===== src/rtl/ysyx_210544_cache_arbiter_pkg.sv =====
// Shared types and constants for the IFU/LSU cache-core arbiter.
package ysyx_210544_cache_arbiter_pkg;

  localparam int unsigned XLEN     = 64;
  localparam int unsigned BYTES_W  = 3;
  localparam int unsigned STREAK_W = 4;

  typedef enum logic [1:0] {
    ARB_IDLE  = 2'd0,
    ARB_GRANT = 2'd1,
    ARB_DRAIN = 2'd2
  } arb_state_e;

  typedef enum logic {
    ARB_OWN_IFU = 1'b0,
    ARB_OWN_LSU = 1'b1
  } arb_owner_e;

  // Instruction fetches are always 4-byte reads
  localparam logic [BYTES_W-1:0] IFU_FETCH_BYTES = 3'd3;

  // Request fields presented to the cache core
  typedef struct packed {
    logic [XLEN-1:0]    addr;
    logic [XLEN-1:0]    wdata;
    logic [BYTES_W-1:0] bytes;
    logic               op;
  } core_cmd_t;

  // Build the core command for an instruction fetch
  function automatic core_cmd_t ifu_cmd(input logic [XLEN-1:0] addr);
    core_cmd_t c;
    c.addr  = addr;
    c.wdata = '0;
    c.bytes = IFU_FETCH_BYTES;
    c.op    = 1'b0;
    return c;
  endfunction

endpackage


===== src/rtl/ysyx_210544_cache_arbiter_if.sv =====
// Bus bundle around the arbiter: IFU side, LSU side, fence/idle and cache-core side.
interface ysyx_210544_cache_arbiter_if;
  import ysyx_210544_cache_arbiter_pkg::*;

  logic               ifu_req;
  logic [XLEN-1:0]    ifu_addr;
  logic [XLEN-1:0]    ifu_rdata;
  logic               ifu_ack;

  logic               lsu_req;
  logic [XLEN-1:0]    lsu_addr;
  logic [XLEN-1:0]    lsu_wdata;
  logic [BYTES_W-1:0] lsu_bytes;
  logic               lsu_op;
  logic [XLEN-1:0]    lsu_rdata;
  logic               lsu_ack;

  logic               fence;
  logic               idle;

  logic               core_req;
  logic [XLEN-1:0]    core_addr;
  logic [XLEN-1:0]    core_wdata;
  logic [BYTES_W-1:0] core_bytes;
  logic               core_op;
  logic [XLEN-1:0]    core_rdata;
  logic               core_ack;

  // Arbiter view: it masters the cache-core port
  modport master (
    input  ifu_req, ifu_addr,
    input  lsu_req, lsu_addr, lsu_wdata, lsu_bytes, lsu_op,
    input  fence, core_rdata, core_ack,
    output ifu_rdata, ifu_ack, lsu_rdata, lsu_ack, idle,
    output core_req, core_addr, core_wdata, core_bytes, core_op
  );

  // Environment view: requesting units and the cache core
  modport slave (
    output ifu_req, ifu_addr,
    output lsu_req, lsu_addr, lsu_wdata, lsu_bytes, lsu_op,
    output fence, core_rdata, core_ack,
    input  ifu_rdata, ifu_ack, lsu_rdata, lsu_ack, idle,
    input  core_req, core_addr, core_wdata, core_bytes, core_op
  );

endinterface


===== src/rtl/ysyx_210544_cache_arbiter.sv =====
// Two-master (IFU/LSU) arbiter in front of the cache core, with IFU starvation bound and fence.
module ysyx_210544_cache_arbiter
  import ysyx_210544_cache_arbiter_pkg::*;
#(
  parameter int unsigned MAX_LSU_STREAK = 4
) (
  input logic                          clk,
  input logic                          rst,
  ysyx_210544_cache_arbiter_if.master  bus
);

  localparam logic [STREAK_W-1:0] STREAK_MAX = STREAK_W'(MAX_LSU_STREAK);

  arb_state_e          state_q, state_d;
  arb_owner_e          owner_q, owner_d;
  logic [STREAK_W-1:0] streak_q, streak_d;
  core_cmd_t           cmd_q, cmd_d;
  core_cmd_t           lsu_cmd;
  logic                req_q, req_d;
  logic                ifu_ack_q, ifu_ack_d;
  logic                lsu_ack_q, lsu_ack_d;
  logic                idle_q, idle_d;
  logic [XLEN-1:0]     ifu_rdata_q, ifu_rdata_d;
  logic [XLEN-1:0]     lsu_rdata_q, lsu_rdata_d;
  logic                ifu_wins;

  // LSU fields as they would be latched at grant
  assign lsu_cmd = '{addr: bus.lsu_addr, wdata: bus.lsu_wdata,
                     bytes: bus.lsu_bytes, op: bus.lsu_op};

  // IFU wins only when the LSU is silent or has used up its streak
  assign ifu_wins = bus.ifu_req && (!bus.lsu_req || (streak_q == STREAK_MAX));

  // Next-state, grant selection, completion routing
  always_comb begin
    state_d     = state_q;
    owner_d     = owner_q;
    streak_d    = streak_q;
    cmd_d       = cmd_q;
    req_d       = req_q;
    ifu_ack_d   = 1'b0;
    lsu_ack_d   = 1'b0;
    ifu_rdata_d = ifu_rdata_q;
    lsu_rdata_d = lsu_rdata_q;

    case (state_q)
      ARB_IDLE: begin
        if (!bus.fence && (bus.ifu_req || bus.lsu_req)) begin
          req_d   = 1'b1;
          state_d = ARB_GRANT;
          if (ifu_wins) begin
            owner_d  = ARB_OWN_IFU;
            cmd_d    = ifu_cmd(bus.ifu_addr);
            streak_d = '0;
          end else begin
            owner_d = ARB_OWN_LSU;
            cmd_d   = lsu_cmd;
            if (!bus.ifu_req) begin
              streak_d = '0;
            end else if (streak_q < STREAK_MAX) begin
              streak_d = streak_q + STREAK_W'(1);
            end
          end
        end
      end
      ARB_GRANT: begin
        if (bus.core_ack) begin
          req_d   = 1'b0;
          state_d = ARB_DRAIN;
          if (owner_q == ARB_OWN_LSU) begin
            lsu_rdata_d = bus.core_rdata;
            lsu_ack_d   = 1'b1;
          end else begin
            ifu_rdata_d = bus.core_rdata;
            ifu_ack_d   = 1'b1;
          end
        end
      end
      ARB_DRAIN: begin
        // Hold off until the core drops the previous ack
        if (!bus.core_ack) begin
          state_d = ARB_IDLE;
        end
      end
      default: begin
        state_d = ARB_IDLE;
        req_d   = 1'b0;
      end
    endcase

    idle_d = (state_d == ARB_IDLE);
  end

  // State and registered outputs
  always_ff @(posedge clk or negedge rst) begin
    if (!rst) begin
      state_q     <= ARB_IDLE;
      owner_q     <= ARB_OWN_IFU;
      streak_q    <= '0;
      cmd_q       <= '0;
      req_q       <= 1'b0;
      ifu_ack_q   <= 1'b0;
      lsu_ack_q   <= 1'b0;
      idle_q      <= 1'b1;
      ifu_rdata_q <= '0;
      lsu_rdata_q <= '0;
    end else begin
      state_q     <= state_d;
      owner_q     <= owner_d;
      streak_q    <= streak_d;
      cmd_q       <= cmd_d;
      req_q       <= req_d;
      ifu_ack_q   <= ifu_ack_d;
      lsu_ack_q   <= lsu_ack_d;
      idle_q      <= idle_d;
      ifu_rdata_q <= ifu_rdata_d;
      lsu_rdata_q <= lsu_rdata_d;
    end
  end

  assign bus.core_req   = req_q;
  assign bus.core_addr  = cmd_q.addr;
  assign bus.core_wdata = cmd_q.wdata;
  assign bus.core_bytes = cmd_q.bytes;
  assign bus.core_op    = cmd_q.op;
  assign bus.ifu_rdata  = ifu_rdata_q;
  assign bus.ifu_ack    = ifu_ack_q;
  assign bus.lsu_rdata  = lsu_rdata_q;
  assign bus.lsu_ack    = lsu_ack_q;
  assign bus.idle       = idle_q;

endmodule


===== src/flat_wrapper.sv =====
// flat-port wrapper written by rule: the top's interface ports become plain ports
module ysyx_210544_cache_arbiter_flat import ysyx_210544_cache_arbiter_pkg::*;
#(
  parameter int unsigned MAX_LSU_STREAK = 4
)
  (clk, rst, bus_ifu_req, bus_ifu_addr, bus_lsu_req, bus_lsu_addr, bus_lsu_wdata, bus_lsu_bytes, bus_lsu_op, bus_fence, bus_core_rdata, bus_core_ack, bus_ifu_rdata, bus_ifu_ack, bus_lsu_rdata, bus_lsu_ack, bus_idle, bus_core_req, bus_core_addr, bus_core_wdata, bus_core_bytes, bus_core_op);
  ysyx_210544_cache_arbiter_if bus_i ();
  input logic clk;
  input logic rst;
  input wire logic [$bits(bus_i.ifu_req)-1:0] bus_ifu_req;
  input wire logic [$bits(bus_i.ifu_addr)-1:0] bus_ifu_addr;
  input wire logic [$bits(bus_i.lsu_req)-1:0] bus_lsu_req;
  input wire logic [$bits(bus_i.lsu_addr)-1:0] bus_lsu_addr;
  input wire logic [$bits(bus_i.lsu_wdata)-1:0] bus_lsu_wdata;
  input wire logic [$bits(bus_i.lsu_bytes)-1:0] bus_lsu_bytes;
  input wire logic [$bits(bus_i.lsu_op)-1:0] bus_lsu_op;
  input wire logic [$bits(bus_i.fence)-1:0] bus_fence;
  input wire logic [$bits(bus_i.core_rdata)-1:0] bus_core_rdata;
  input wire logic [$bits(bus_i.core_ack)-1:0] bus_core_ack;
  output wire logic [$bits(bus_i.ifu_rdata)-1:0] bus_ifu_rdata;
  output wire logic [$bits(bus_i.ifu_ack)-1:0] bus_ifu_ack;
  output wire logic [$bits(bus_i.lsu_rdata)-1:0] bus_lsu_rdata;
  output wire logic [$bits(bus_i.lsu_ack)-1:0] bus_lsu_ack;
  output wire logic [$bits(bus_i.idle)-1:0] bus_idle;
  output wire logic [$bits(bus_i.core_req)-1:0] bus_core_req;
  output wire logic [$bits(bus_i.core_addr)-1:0] bus_core_addr;
  output wire logic [$bits(bus_i.core_wdata)-1:0] bus_core_wdata;
  output wire logic [$bits(bus_i.core_bytes)-1:0] bus_core_bytes;
  output wire logic [$bits(bus_i.core_op)-1:0] bus_core_op;
  assign bus_i.ifu_req = bus_ifu_req;
  assign bus_i.ifu_addr = bus_ifu_addr;
  assign bus_i.lsu_req = bus_lsu_req;
  assign bus_i.lsu_addr = bus_lsu_addr;
  assign bus_i.lsu_wdata = bus_lsu_wdata;
  assign bus_i.lsu_bytes = bus_lsu_bytes;
  assign bus_i.lsu_op = bus_lsu_op;
  assign bus_i.fence = bus_fence;
  assign bus_i.core_rdata = bus_core_rdata;
  assign bus_i.core_ack = bus_core_ack;
  assign bus_ifu_rdata = bus_i.ifu_rdata;
  assign bus_ifu_ack = bus_i.ifu_ack;
  assign bus_lsu_rdata = bus_i.lsu_rdata;
  assign bus_lsu_ack = bus_i.lsu_ack;
  assign bus_idle = bus_i.idle;
  assign bus_core_req = bus_i.core_req;
  assign bus_core_addr = bus_i.core_addr;
  assign bus_core_wdata = bus_i.core_wdata;
  assign bus_core_bytes = bus_i.core_bytes;
  assign bus_core_op = bus_i.core_op;
  ysyx_210544_cache_arbiter #(.MAX_LSU_STREAK(MAX_LSU_STREAK)) u_core (.clk(clk), .rst(rst), .bus(bus_i));
endmodule

===== config.mk =====
export PLATFORM = sky130hd
export DESIGN_NAME = ysyx_210544_cache_arbiter_flat
export DESIGN_NICKNAME = d
export VERILOG_FILES = /design/src/rtl/ysyx_210544_cache_arbiter_pkg.sv /design/src/rtl/ysyx_210544_cache_arbiter_if.sv /design/src/rtl/ysyx_210544_cache_arbiter.sv /design/src/flat_wrapper.sv
export SDC_FILE = /design/constraint.sdc
export NUM_CORES = 1
export LEC_CHECK = 0
export ABC_AREA = 1
export CAP_MARGIN = 20
export CORE_AREA = 2 2 207 209
export DETAILED_ROUTE_END_ITERATION = 8
export DIE_AREA = 0 0 209 211
export REMOVE_ABC_BUFFERS = 1
export SLEW_MARGIN = 20
export SYNTH_ARGS = -nofsm -noshare
export SYNTH_HDL_FRONTEND = slang
export SYNTH_SLANG_ARGS = --single-unit

===== constraint.sdc =====
create_clock -name clk -period 2.1 [get_ports clk]
set_input_delay 0.42 -clock clk [delete_from_list [all_inputs] [get_ports clk]]
set_output_delay 0.42 -clock clk [all_outputs]
set_load 0.005 [all_outputs]

**Word-level counts from Yosys, hierarchy flattened**

Cells that the tools add are included.
W data, S select, Z words.

- Add/subtract/negate cells: 1
- $lt $le $gt $ge: 1
- Eq/ne operators: 6
- Muxes and demuxes: 18
- Bitwise logic cells: 2
- Reduce and logical (&&, ||, !) cells: 13

Operators with widths:

| cell | number |
|---|---|
| $mux W132 | 1 |
| $mux W4 | 3 |
| $reduce_and A3 Y1 | 4 |
| $mux W1 | 9 |
| $mux W2 | 3 |
| $pmux W2 S3 | 1 |
| $add A4 B1 Y4 const B | 1 |
| $eq A4 B3 Y1 const B | 1 |
| $logic_not A2 Y1 | 2 |
| $lt A4 B3 Y1 const B | 1 |
| $ne A3 B1 Y1 const B | 1 |
| $pmux W1 S3 | 1 |
| $eq A2 B1 Y1 const B | 1 |
| $eq A2 B2 Y1 const B | 1 |
| $logic_and A1 B1 Y1 | 2 |
| $logic_not A1 Y1 | 2 |
| $logic_or A1 B1 Y1 | 2 |
| $ne A2 B1 Y1 const B | 1 |
| $ne A2 B2 Y1 const B | 1 |
| $not A1 Y1 | 2 |
| $reduce_and A2 Y1 | 1 |

- Register bits after elaboration: 271
- Bits of input ports: 266
- Word-level logic and storage cells: 54

**Depth between registers and ports, before layout**

- Depth after elaboration: 5
- Depth in mapped cells: 9

**Least setup slack after synthesis**

Ideal clock, no wire load.

- Path kind: register to register
- Start: register u_core.streak_q[0]
- End: register u_core.cmd_q (netlist bit u_core.bus.core_addr[10])
- Arrival: 1.327 ns
- Data required time: 1.982 ns
- Slack: 0.655 ns
- Cell stages (with the launch flop): 10
- Period minus slack after synthesis: 1.445 ns
- Cell sequence: dfrtp_1 -> inv_1 -> ha_1 -> nand3_1 -> nand2_1 -> nand2_2 -> clkbuf_1 -> nand2_1 -> nand3_1 -> nand2_1

- Word-level cells in the longest chain between the ends: 4

RTL lines:

| element | RTL line | text |
|---|---|---|
| start, declared | ysyx_210544_cache_arbiter.sv:16 | `logic [STREAK_W-1:0] streak_q, streak_d;` |
| start signal, assigned | ysyx_210544_cache_arbiter.sv:110 | `streak_q <= streak_d;` |
| $eq A4 B3 Y1 | ysyx_210544_cache_arbiter.sv:32 | `assign ifu_wins = bus.ifu_req && (!bus.lsu_req \|\| (streak_q == STREAK_MAX));` |
| $logic_or A1 B1 Y1 | ysyx_210544_cache_arbiter.sv:32 |  |
| $logic_and A1 B1 Y1 | ysyx_210544_cache_arbiter.sv:32 |  |
| $mux W132 | ysyx_210544_cache_arbiter.sv:51 | `if (ifu_wins) begin` |
| end signal, assigned | ysyx_210544_cache_arbiter.sv:111 | `cmd_q <= cmd_d;` |
| end, declared | ysyx_210544_cache_arbiter.sv:17 | `core_cmd_t cmd_q, cmd_d;` |

No other way between the ends.
A chain may end at the register's enable or synchronous reset.

**Worst setup path in the final report**

- Start: register u_core.idle_q (netlist: u_core.bus.idle)
- End: output port bus_idle

RTL lines:

| element | RTL line | text |
|---|---|---|
| start, declared | ysyx_210544_cache_arbiter.sv:22 | `logic idle_q, idle_d;` |
| start signal, assigned | ysyx_210544_cache_arbiter.sv:115 | `idle_q <= idle_d;` |
| end, declared | flat_wrapper.sv:24 | `output wire logic [$bits(bus_i.idle)-1:0] bus_idle;` |

No word-level cell between the ends.

==> results_tabular.tex <==
\begin{tabular}{lr}
\hline
Metric & Value \\
\hline
\multicolumn{2}{l}{\textbf{Yosys}} \\
Cell taking the most area after synthesis & dfrtp\_1 \\
Per-instance average area after synthesis & $\sim$8.3 um2 \\
Netlist area before placement & between 10000 and 15000 um2 \\
Synthesis Warnings & 0 \\
Cells taking the most area after synthesis & dfrtp\_1 58\%, nand2\_1 15\%, nand3\_1 8.6\%, inv\_1 6.6\%, o21ai\_0 5.2\% \\
Share of the yosys chip area belonging to registers & 58.71\% \\
Synthesized instance count & about 1.4k \\
Synth Register Bits & around 270 \\
Cell variety after synth & 23 \\
Share of the synthesized area in the top cell type & approximately three fifths \\
\multicolumn{2}{l}{\textbf{Setup path}} \\
Family with the most delay on the worst path & flip-flops \\
Cell breakdown of the critical path & clkdlybuf4s50\_1 \\
Endpoint arrival time on the critical path & between 1.5 and 2 ns \\
Buffers \& Inverters on Critical Path & 1 \\
Critical path type & flop to output port \\
Cell type of the slowest stage on the worst timing path & dfstp\_2 \\
Crit path launch type & flop \\
Critical path required time & 1.68 ns \\
Crit path largest cell delay & 0.52 ns \\
Setup crit end kind & output port \\
Maximum fanout encountered on the critical timing path & 1 \\
\multicolumn{2}{l}{\textbf{Pwr}} \\
Leak & 9.374 nW \\
Reg power frac & a little under two fifths \\
Clock share of power & between 20 and 30\% \\
Switching power as a share of total power & 30.19\% \\
Switching pwr & a little over 7 mW \\
Pwr dens & 1270 nW/um2 \\
Proportion of power drawn by combinational gates & 37.7\% \\
Highest ir drop seen on vdd & roughly 0.6 mV \\
Internal power & 16.69 mW \\
\multicolumn{2}{l}{\textbf{Timing}} \\
Count of final hold-check violations & 0 \\
Min Tclk post-route & just under 2 ns \\
Final worst-path cycle share & 94.44\% \\
Setup violation total in the final timing report & 0 \\
RSZ-0062 raised after global routing & no \\
Worst Skew & 0.01684 ns \\
Accumulated negative setup slack & 0 ns \\
Achievable Freq & just over 0.5 GHz \\
Worst setup margin & between 0.1 and 0.15 ns \\
Max Transition Viols Final & 0 \\
Max transition margin & 62.54\% \\
Measured slew at the worst slew-check pin & 0.5619 ns \\
\multicolumn{2}{l}{\textbf{Clock network}} \\
Post-CTS Setup Inserts & 0 \\
Clock tree buffer depth & 3 \\
Clk sinks & approximately 270 \\
Clk Latency, worst-skew pair & approximately 0.52 ns \\
Total number of H-tree levels & 2 \\
Clock transition at the registers of the reported paths & 0.06 ns \\
Number of buffers inserted during clock tree synthesis & 34 \\
Clock tree from TritonCTS & yes \\
Clock Root Buffer & clkbuf\_16 \\
\multicolumn{2}{l}{\textbf{Drt}} \\
Via-to-Cell Ratio & approximately 4.5 \\
Vias after detailed routing & about 11k \\
Wire length reported by the detailed router & around 41000 um \\
Pre-antenna DRT Iters & 7 \\
Number of nets with antenna violations after routing & 0 \\
Avg WL per Cell & $\sim$17 um \\
Number of DRC markers in iteration 0 & roughly 780 \\
DRC Markers & 0 \\
\multicolumn{2}{l}{\textbf{GRT}} \\
Number of global-route vias before repair & 10.99k \\
Antenna violations before repair & 2 \\
Total routing usage reported by global routing & $\sim$18\% \\
Remaining global-route overflow & 0 \\
Largest net degree at the start of global routing & approximately 60 \\
Global-route wire length before repair & 62440 um \\
\multicolumn{2}{l}{\textbf{Floorplanning}} \\
Floorplan die width & 209 um \\
Number of primary I/O pins & 530 \\
Core Area & 41760 um2 \\
Vert. Die Dim & around 210 um \\
Std-Cell Rows & 75 \\
Die area & approximately 44000 um2 \\
Starting Density & between 20\% and 30\% \\
\multicolumn{2}{l}{\textbf{Place}} \\
Placer's final routability congestion estimate & approximately 0.85 \\
Worst setup timing slack at the placement stage & approximately 0.12 ns \\
Number of I/O port buffers & 529 \\
Placed wire-length estimate & roughly 30000 um \\
\multicolumn{2}{l}{\textbf{Run status}} \\
Result of the run & finished clean \\
\multicolumn{2}{l}{\textbf{Cells and area}} \\
Ratio of cells with drive above 1 in the final layout & under 10\% \\
Number of nets at the end of the flow & approximately 2.2k \\
Utilization of the core after routing & 45.11\% \\
Filler cell count & 4057 \\
Area overhead of the layout relative to synthesis & 63.03\% \\
\multicolumn{2}{l}{\textbf{Hold path}} \\
Min-Delay Path Class & input pin to flop \\
\multicolumn{2}{l}{\textbf{Job}} \\
Max Cap Violations & 0 \\
\hline
\end{tabular}
final cells by class:
type | instances | area (um2) | area share (%)
Clock inverter | 7 | 121.4 | 0.6443
Antenna cell | 2 | 5.005 | 0.02657
Sequential cell | 271 | 6783 | 36.01
Multi-Input combinational cell | 821 | 3585 | 19.03
Timing Repair Buffer | 572 | 5846 | 31.03
Clock buffer | 53 | 1046 | 5.553
Tap cell | 539 | 674.4 | 3.580
Inverter | 206 | 775.7 | 4.118
routing by layer:
| metal | track usage, % | wire length (um) |
|---|---|---|
| met5 | 0 | 0 |
| met4 | 7.709 | 1405 |
| met3 | 3.791 | 2561 |
| met2 | 31.23 | 20890 |
| met1 | 21.94 | 16220 |
through the flow:
stage	hold WS [ns]	power, mW	instance area [um2]	instances
CTS	0.4051	24.29	18830	2469
global route	0.4347	25.40	18840	2471
finish	0.4523	23.91	18840	2471
global placement	0.4193	17.88	17650	2408
detailed placement	0.4219	18.03	17650	2408
floorplan	0.1244	11.27	11110	1298
power groups by stage:
| stage | registers [mW] | clock network [mW] | logic (mW) |
|---|---|---|---|
| floorplan | 8.95 | 0 | 2.33 |
| global placement | 8.85 | 0 | 9.02 |
| detailed placement | 8.90 | 0 | 9.13 |
| CTS | 8.88 | 6.25 | 9.17 |
| global route | 9.15 | 6.47 | 9.78 |
| finish | 8.87 | 6.04 | 9.01 |
registers in the layout, summed over array words and instances (netlist names):
register	flops
u_core.bus.core_addr	64
u_core.bus.core_wdata	64
u_core.bus.ifu_rdata	64
u_core.bus.lsu_rdata	64
u_core.streak_q	4
u_core.bus.core_bytes	3
u_core.state_q	2
u_core.bus.core_op	1
u_core.bus.core_req	1
u_core.bus.idle	1
u_core.bus.ifu_ack	1
u_core.bus.lsu_ack	1
u_core.owner_q	1
path summary, 6_finish.rpt:
| check | from | end | slack [ns] | depth (start not counted) |
|---|---|---|---|---|
| setup / recovery | u_core.bus.idle | bus_idle | 0.12 | 1 |
| hold / removal | bus_lsu_wdata[38] | u_core.bus.core_wdata[38] | 0.45 | 3 |
| setup reg to reg | u_core.streak_q[0] | u_core.bus.core_wdata[23] | 0.33 | 8 |
| hold reg to reg | u_core.bus.core_bytes[0] | u_core.bus.core_bytes[0] | 0.47 | 2 |
| max in group asynchronous | rst | u_core.bus.lsu_rdata[40] | 0.89 | 3 |
| min in group asynchronous | rst | u_core.bus.core_addr[52] | 0.47 | 2 |
repair_timing:
| action | in CTS | in global routing |
|---|---|---|
| gates resized for setup | 0 | 0 |
| hold endpoints to repair | 49 | 0 |
| hold buffers | 1 | 0 |
kinds of logic (layout without fill, tap and decap cells):
group,count (synthesis),after routing,synth area share (%)
other,0,2,0
XOR/XNOR,1,1,0.07582
AND/OR/NAND/NOR,685,685,24.66
buffers and inverters,292,838,10.50
flip-flops,271,271,58.71
AO/OA/AOI/OAI,133,133,5.837
adder cells (fa/ha/maj),2,2,0.2166
cells in the mapped netlist (all sizes together):
library cell and number:
a21oi 2, o21a 1, xnor2 1, o21ai 129, dfrtp 270, ha 2, nand3 200, dfstp 1
nand2 478, o21bai 1, inv 206, clkbuf 25, nor2 5, nand4 2, buf 61
layout by cell type (no fill, tap or decap):
cell             synthesis  routed
clkbuf_1                25      10
clkdlybuf4s50_1          0     527
ha_1                     2       2
nand3_1                199     198
dfrtp_1                270     270
buf_4                   16      24
bufinv_16                0       3
dlygate4sd3_1            0       1
o21ai_1                 10      10
clkbuf_8                 0       6
o21ai_0                119     119
buf_8                    0       1
a21oi_1                  2       2
nor2_4                   2       2
nor2_1                   3       3
buf_2                   40       1
clkbuf_16                0      37
clkinvlp_4               0       3
nand2_1                477     476
nand2_2                  1       1
nand3_4                  0       2
o21a_1                   1       1
o21bai_2                 1       1
inv_2                    2       1
dfstp_2                  1       1
inv_4                    0       1
inv_1                  204     204
buf_12                   0      18
xnor2_1                  1       1
diode_2                  0       2
nand2_4                  0       1
inv_6                    0       1
nand4_1                  2       2
Note: power is estimated with default switching activity, not from simulation.
